**src/rtl/io_port_pkg.sv**
```systemverilog
// Shared encodings and helpers for the memory-mapped output-port bank and its PWM bank.
package io_port_pkg;

  localparam logic [1:0] MODE_WRITE  = 2'd0;
  localparam logic [1:0] MODE_SET    = 2'd1;
  localparam logic [1:0] MODE_CLEAR  = 2'd2;
  localparam logic [1:0] MODE_TOGGLE = 2'd3;

  localparam logic BANK_PORT = 1'b0;
  localparam logic BANK_PWM  = 1'b1;

  // Bytes decoded by one window: two banks of four modes of 2^idx_w registers.
  function automatic int window_size(input int idx_w);
    return 1 << (idx_w + 3);
  endfunction

  function automatic logic [7:0] apply_mode(input logic [1:0] mode,
                                            input logic [7:0] cur,
                                            input logic [7:0] d);
    case (mode)
      MODE_WRITE:  return d;
      MODE_SET:    return cur | d;
      MODE_CLEAR:  return cur & ~d;
      MODE_TOGGLE: return cur ^ d;
      default:     return cur;
    endcase
  endfunction

endpackage

```
**src/rtl/io_pwm.sv**
```systemverilog
// Per-channel 8-bit PWM: prescaler, shared phase counter, duty registers and
// registered comparators. Only instantiated when IO_PWM_EN is defined.
module io_pwm
  import io_port_pkg::*;
#(
  parameter int NUM_PWM   = 3,
  parameter int IDX_W     = 2,
  parameter int PWM_DIV_W = 4
) (
  input  logic               clk,
  input  logic               reset,
  input  logic               wr_en,
  input  logic [IDX_W-1:0]   idx,
  input  logic [7:0]         wr_data,
  output logic [7:0]         rd_data,
  output logic [NUM_PWM-1:0] pwm_out
);

  logic                    w_tick;
  logic [7:0]              r_phase;
  logic [NUM_PWM-1:0][7:0] w_duty;
  logic [NUM_PWM-1:0]      r_pwm;

  genvar gi;

  if (PWM_DIV_W == 0) begin : g_nodiv
    assign w_tick = 1'b1;
  end else begin : g_div
    logic [PWM_DIV_W-1:0] r_presc;
    always_ff @(posedge clk) begin
      if (reset) r_presc <= '0;
      else       r_presc <= r_presc + 1'b1;
    end
    assign w_tick = &r_presc;
  end

  always_ff @(posedge clk) begin
    if (reset)       r_phase <= 8'h00;
    else if (w_tick) r_phase <= r_phase + 8'h01;
  end

  for (gi = 0; gi < NUM_PWM; gi++) begin : g_duty
    logic [7:0] r_duty;
    always_ff @(posedge clk) begin
      if (reset)                                 r_duty <= 8'h00;
      else if (wr_en && idx == IDX_W'(gi))       r_duty <= wr_data;
    end
    assign w_duty[gi] = r_duty;
  end

  // Compare against the current phase; output therefore lags phase by one clock.
  always_ff @(posedge clk) begin
    if (reset) begin
      r_pwm <= '0;
    end else begin
      for (int i = 0; i < NUM_PWM; i++) r_pwm[i] <= w_duty[i] > r_phase;
    end
  end

  always_comb begin
    rd_data = 8'h00;
    for (int i = 0; i < NUM_PWM; i++) begin
      if (idx == IDX_W'(i)) rd_data = w_duty[i];
    end
  end

  assign pwm_out = r_pwm;

endmodule

```
**src/rtl/io_port_bank.sv**
```systemverilog
// Bank of read-back 8-bit output ports with set/clear/toggle write modes and a
// registered one-cycle read path; the PWM bank is built only with IO_PWM_EN.
module io_port_bank
  import io_port_pkg::*;
#(
  parameter logic [15:0] BASE_ADDR   = 16'h0400,
  parameter int          IDX_W       = 2,
  parameter int          NUM_PORTS   = 4,
  parameter int          NUM_PWM     = 3,
  parameter int          PWM_DIV_W   = 4,
  parameter logic [7:0]  RESET_VALUE = 8'h00
) (
  input  logic                   clk,
  input  logic                   reset,
  input  logic [15:0]            addr,
  input  logic [7:0]             data_in,
  input  logic                   write_enable,
  output logic [7:0]             data_out,
  output logic                   sel,
  output logic [8*NUM_PORTS-1:0] port_out,
  output logic [NUM_PWM-1:0]     pwm_out
);

  localparam logic [15:0] WIN_MASK = ~(16'(window_size(IDX_W)) - 16'd1);

  logic             w_hit;
  logic             w_bank;
  logic [1:0]       w_mode;
  logic [IDX_W-1:0] w_idx;
  logic [7:0]       w_rd_data;
  logic [7:0]       w_pwm_rd;
  logic [7:0]       r_data_out;
  logic             r_sel;

  genvar gi;

  assign w_hit  = (addr & WIN_MASK) == (BASE_ADDR & WIN_MASK);
  assign w_bank = addr[IDX_W+2];
  assign w_mode = addr[IDX_W+1:IDX_W];
  assign w_idx  = addr[IDX_W-1:0];

  for (gi = 0; gi < NUM_PORTS; gi++) begin : g_port
    logic [7:0] r_port;
    always_ff @(posedge clk) begin
      if (reset)
        r_port <= RESET_VALUE;
      else if (write_enable && w_hit && w_bank == BANK_PORT && w_idx == IDX_W'(gi))
        r_port <= apply_mode(w_mode, r_port, data_in);
    end
    assign port_out[8*gi +: 8] = r_port;
  end

`ifdef IO_PWM_EN
  io_pwm #(
    .NUM_PWM   (NUM_PWM),
    .IDX_W     (IDX_W),
    .PWM_DIV_W (PWM_DIV_W)
  ) u_pwm (
    .clk     (clk),
    .reset   (reset),
    .wr_en   (write_enable && w_hit && w_bank == BANK_PWM),
    .idx     (w_idx),
    .wr_data (data_in),
    .rd_data (w_pwm_rd),
    .pwm_out (pwm_out)
  );
`else
  assign w_pwm_rd = 8'h00;
  assign pwm_out  = '0;
  // PWM_DIV_W has no effect in this build.
  if (PWM_DIV_W < 0) begin : g_div_unused
  end
`endif

  always_comb begin
    w_rd_data = 8'h00;
    if (w_bank == BANK_PWM) begin
      w_rd_data = w_pwm_rd;
    end else begin
      for (int i = 0; i < NUM_PORTS; i++) begin
        if (w_idx == IDX_W'(i)) w_rd_data = port_out[8*i +: 8];
      end
    end
  end

  // Read path samples pre-write state and is forced to zero whenever sel drops.
  always_ff @(posedge clk) begin
    if (reset) begin
      r_data_out <= 8'h00;
      r_sel      <= 1'b0;
    end else begin
      r_sel      <= w_hit && !write_enable;
      r_data_out <= (w_hit && !write_enable) ? w_rd_data : 8'h00;
    end
  end

  assign data_out = r_data_out;
  assign sel      = r_sel;

endmodule
```
**config.mk**
```make
export PLATFORM = sky130hd
export DESIGN_NAME = io_port_bank
export DESIGN_NICKNAME = d
export VERILOG_FILES = /design/src/rtl/io_port_pkg.sv /design/src/rtl/io_pwm.sv /design/src/rtl/io_port_bank.sv
export SDC_FILE = /design/constraint.sdc
export NUM_CORES = 1
export LEC_CHECK = 0
export ABC_CLOCK_PERIOD_IN_PS = 1900
export CORE_ASPECT_RATIO = 0.9
export CORE_MARGIN = 2
export CORE_UTILIZATION = 48
export CTS_CLUSTER_SIZE = 14
export DETAILED_ROUTE_END_ITERATION = 6
export PLACE_DENSITY = 0.82
export SLEW_MARGIN = 20
export SYNTH_ARGS = -nofsm -noshare
export SYNTH_HDL_FRONTEND = slang
export SYNTH_HIERARCHICAL = 1
export SYNTH_SLANG_ARGS = --single-unit
```
**constraint.sdc**
```tcl
create_clock -name clk -period 1.9 [get_ports clk]
set_input_delay 0.38 -clock clk [delete_from_list [all_inputs] [get_ports clk]]
set_output_delay 0.38 -clock clk [all_outputs]
set_load 0.1 [all_outputs]
```
# Yosys cells after proc, flatten, opt, wreduce, memory -nomap -nowiden
# Cells that the tools add are included.
# totals
register_bits	41
latchBits	0
mem_bits_rw	0
mem_bits_ro	0
inputBits	27
wordCells	47
mem_count	0
# op_classes
n_addsub	0
multipliers	0
n_div	0
n_lt_le_gt_ge	0
n_eq_ne	7
shifts	0
mux	8
bitwise	15
reduce_logical	11
# op_table
cell	n
8-bit case mux with 4 select lines	4
8-bit bitwise AND	4
8-bit two-way mux	4
8-bit bitwise OR	4
8-bit XOR	4
11-bit by 6-bit == test with 1-bit output (second input constant)	1
2-bit == test (second input constant)	4
8-bit NOT	1
1-bit logical AND	7
2-bit by 1-bit == test with 1-bit output (second input constant)	2
2-bit logical NOT	2
3-bit OR reduction	1
1-bit NOT	2
1-bit logical NOT	1

# Longest topological paths before layout
# depth
depth_word	5
depth_mapped	6

# Least setup slack after synthesis
# No wires, ideal clock.
# synth_timing
kind	reg-to-reg
from	register g_port[0].r_port[0]
to	register g_port[0].r_port[0]
t_arrival_ps	1989
t_required_ps	1772
path_slack_ps	-217
path_stages_with_launch	6
n_path_buf	0
period_less_slack_ps	2117
path_cell_list	dfxtp_1 -> inv_1 -> ha_1 -> mux4_2 -> mux2i_1 -> nor2_1
# synth_between
elab_chain_len	2
word_cells_on_any_way	4
classes_between	mux: 1; bitwise: 3
# synth_rtl
element	line_no	source
start: declaration	io_port_bank.sv:43	logic [7:0] r_port;
start signal: assignment	io_port_bank.sv:48	r_port <= apply_mode(w_mode, r_port, data_in);
8-bit XOR, or another cell as far along	io_port_pkg.sv:24	MODE_TOGGLE: return cur ^ d;
8-bit case mux with 4 select lines *	io_port_pkg.sv:20	case (mode)
# Mark *: on every way between the ends. The rest lies on a longest branch, timed or not.
# A chain may end at the register's enable or synchronous reset.

# Worst setup path after layout
# layout_timing
from	input addr[10]
to	register r_data_out[1], in the netlist data_out[1]
# layout_between
elab_chain_len	4
# layout_rtl
element	line_no	source
start: declaration	io_port_bank.sv:15	input logic [15:0] addr,
11-bit by 6-bit == test with 1-bit output	io_port_bank.sv:37	assign w_hit = (addr & WIN_MASK) == (BASE_ADDR & WIN_MASK);
1-bit logical AND	io_port_bank.sv:93	r_data_out <= (w_hit && !write_enable) ? w_rd_data : 8'h00;
1-bit NOT (no line)	--	
3-bit OR reduction (no line)	--	
end signal: assignment	io_port_bank.sv:93	
end: declaration	io_port_bank.sv:32	logic [7:0] r_data_out;
# No other way between the ends.

==> out/qor.yml <==
finish:
  fin_cells: 500
  area_delta_synth_final_pct: 35.7
  postLayoutCellArea_um2: 4840
  diodes: 0
  finalNetCount: 498
  nFillCells: 515
  mostFrequentLayoutCells: "64 x inv_1, 64 x ha_1, 40 x mux4_2"
  final_util: 0.681
  drive_gt1_frac: 0.415
clock_network:
  cts.path.max_buffers: 2
  post_cts.repair.setup_buffers: 0
  cts_tree: "built"
  clock-sinks: 41
  path_clk_slew_ns: 0.08
  clk_latency_ns: 0.29
  htreeDepth: 2
  numCtsBuffers: 5
  root_buffer: "clkbuf_8"
synthesis:
  synth_top_area_cell: "mux4_2"
  synth-seq-cells: 41
  netlist_instances: 325
  yosysTopAreaCellShare: 0.253
  yosys_warnings: 6
  synth.avg_cell_area_um2: 11.0
  yosys-top-cells-area: "mux4_2 25%, dfxtp_1 23%, ha_1 22%"
  ys_types: 22
  ys_seq_area_frac: 0.230
  syn-cell-area_um2: 3570
grt:
  grtUsageTotal: 0.222
  grt_max_degree: 33
  grt_pass1_wl_mm: 14.0
  grt_pass1_vias: 2836
  antenna_found_initial: 0
  grt_remaining_overflow: 0
die:
  die_w_um: 94.9
  pin_count: 71
  die_area_um2: 8140
  start_util: 0.502
  die_height_um: 85.8
  num_rows: 29
  core_um2: 7110
timing:
  fmax_mhz: 529
  rsz0062_at_grt: "yes"
  whs_ns: 0.540
  fin_crit_sh: 0.994
  setup_ws_ns: 0.0110
  finalHoldViolCount: 0
  slew_violations: 0
  skew_ns: 0.00717
  fin_setup_tns_ns: 0
  setup_violations: 0
  min_period_ns: 1.89
critical_path:
  crit_path_max_incr_delay_ns: 0.48
  cp.arrival_ns: 2.11
  startpoint: "addr[10]"
  worst-path-max-fanout: 8
  critPathBufInv: 2
  cp_cell_sequence: "dlygate4sd2_1 > or3b_4 > or3_4 > or4_4 > buf_6 > nor2b_1"
  cp_slowest_cell: "or4_4"
  startpoint_type: "input pin"
  r2r_start: "g_port[2].r_port[6]"
  critPathTopFamily: "simple AND/OR/NAND/NOR gates"
  crit_path_end_kind: "flip-flop"
  cp.required_ns: 2.13
  critPathKind: "input pin to flip-flop"
outcome:
  outcome: "finished clean"
route:
  drc: 0
  vias: 2696
  wirelength_mm: 8.42
  ant_nets: 0
  firstDrtPassIters: 4
  via_per_inst: 5.39
  wl_per_cell_um: 16.8
  drt_iter0_drc: 116
worst_hold_path:
  min_from: "g_port[1].r_port[7]"
  hp-class: "flip-flop to flip-flop"
power_and_ir_drop:
  peakVddDrop_uv: 232
  p_leak_nw: 2.10
  total_power_mw: 1.84
  p_per_area_nw_per_um2: 380
placed_design:
  dp_cells: 493
  placed_area_um2: 4720
  gp_congestion: 0.829
  pre_cts_ws_ns: -0.521
  hpwl_mm: 6.45
  io_buffer_count: 67
run:
  maxCapViolations: 0
[worst reg2reg max path: cells and delay by family (launching register included)]
family                   cells  cell delay, ns
flip-flops                   1            0.41
AND/OR/NAND/NOR              1            0.07
multiplexers                 2            0.65
buffers and inverters        1            0.07
adder cells (fa/ha/maj)      1            0.27
[synthesized netlist by cell type]
master and instances:
nor4_4 4, buf_1 1, dfxtp_1 41, buf_6 1, conb_1 1, buf_2 5
nand4b_1 1, mux4_2 40, ha_1 64, nor3_1 1, nor2_1 32, or4bb_1 2
buf_4 4, or4b_2 1, clkbuf_1 10, or3_1 1, or3b_1 1, or4_4 1
inv_1 72, nor2b_1 8, mux2i_1 32, or4_1 2
[worst paths after layout]
kind / to / slack (ns) / cells after the start
worst max-delay path: data_out[1] / 0.01 / 6
worst min-delay path: g_port[1].r_port[7] / 0.54 / 2
worst max register to register: g_port[2].r_port[6] / 0.31 / 5
worst min register to register: g_port[1].r_port[7] / 0.54 / 2
[power by group]
part | internal, mW | switching, mW | total, mW | leakage, nW
Sequential | 0.858 | 0.0000302 | 0.858 | 0.347
Combinational | 0.202 | 0.190 | 0.392 | 1.71
Clock | 0.289 | 0.300 | 0.589 | 0.0443
Total | 1.35 | 0.490 | 1.84 | 2.10
[per-layer routing]
layer,part of all wire,track usage,vias to the layer above
met1,0.41,0.270,1337
met5,0,0,-
met3,0.058,0.0431,18
met2,0.51,0.398,81
met4,0.022,0.0606,0
li1,-,-,1260
[final cells by class]
class	instances	area, µm²	share of cell area
Timing Repair Buffer	94	1100	0.228
Inverter	72	270	0.0558
Tap cell	93	116	0.0240
Multi-Input combinational cell	193	2410	0.497
Sequential cell	41	861	0.178
Clock buffer	7	86.3	0.0178
[logic make-up (layout without fill, tap and decap cells)]
| group | count (synthesis) | count (layout) | synth area share |
|---|---|---|---|
| adders and majority gates | 64 | 64 | 0.224 |
| buffers and inverters | 93 | 173 | 0.106 |
| DFF | 41 | 41 | 0.230 |
| muxes | 72 | 72 | 0.342 |
| other | 1 | 3 | 0.00105 |
| and+or+nand+nor | 54 | 54 | 0.0961 |
[flip-flops by register name, summed over array words and instances, names as in the netlist]
register	cells
data_out	8
g_port.r_port	32
sel	1
[timing repair]
item,CTS,global route
pin swaps,10,5
hold buffers,0,0
setup endpoints to repair,40,27
gates resized for setup,31,15
hold endpoints to repair,0,0
(Power assumes the default switching activity.)
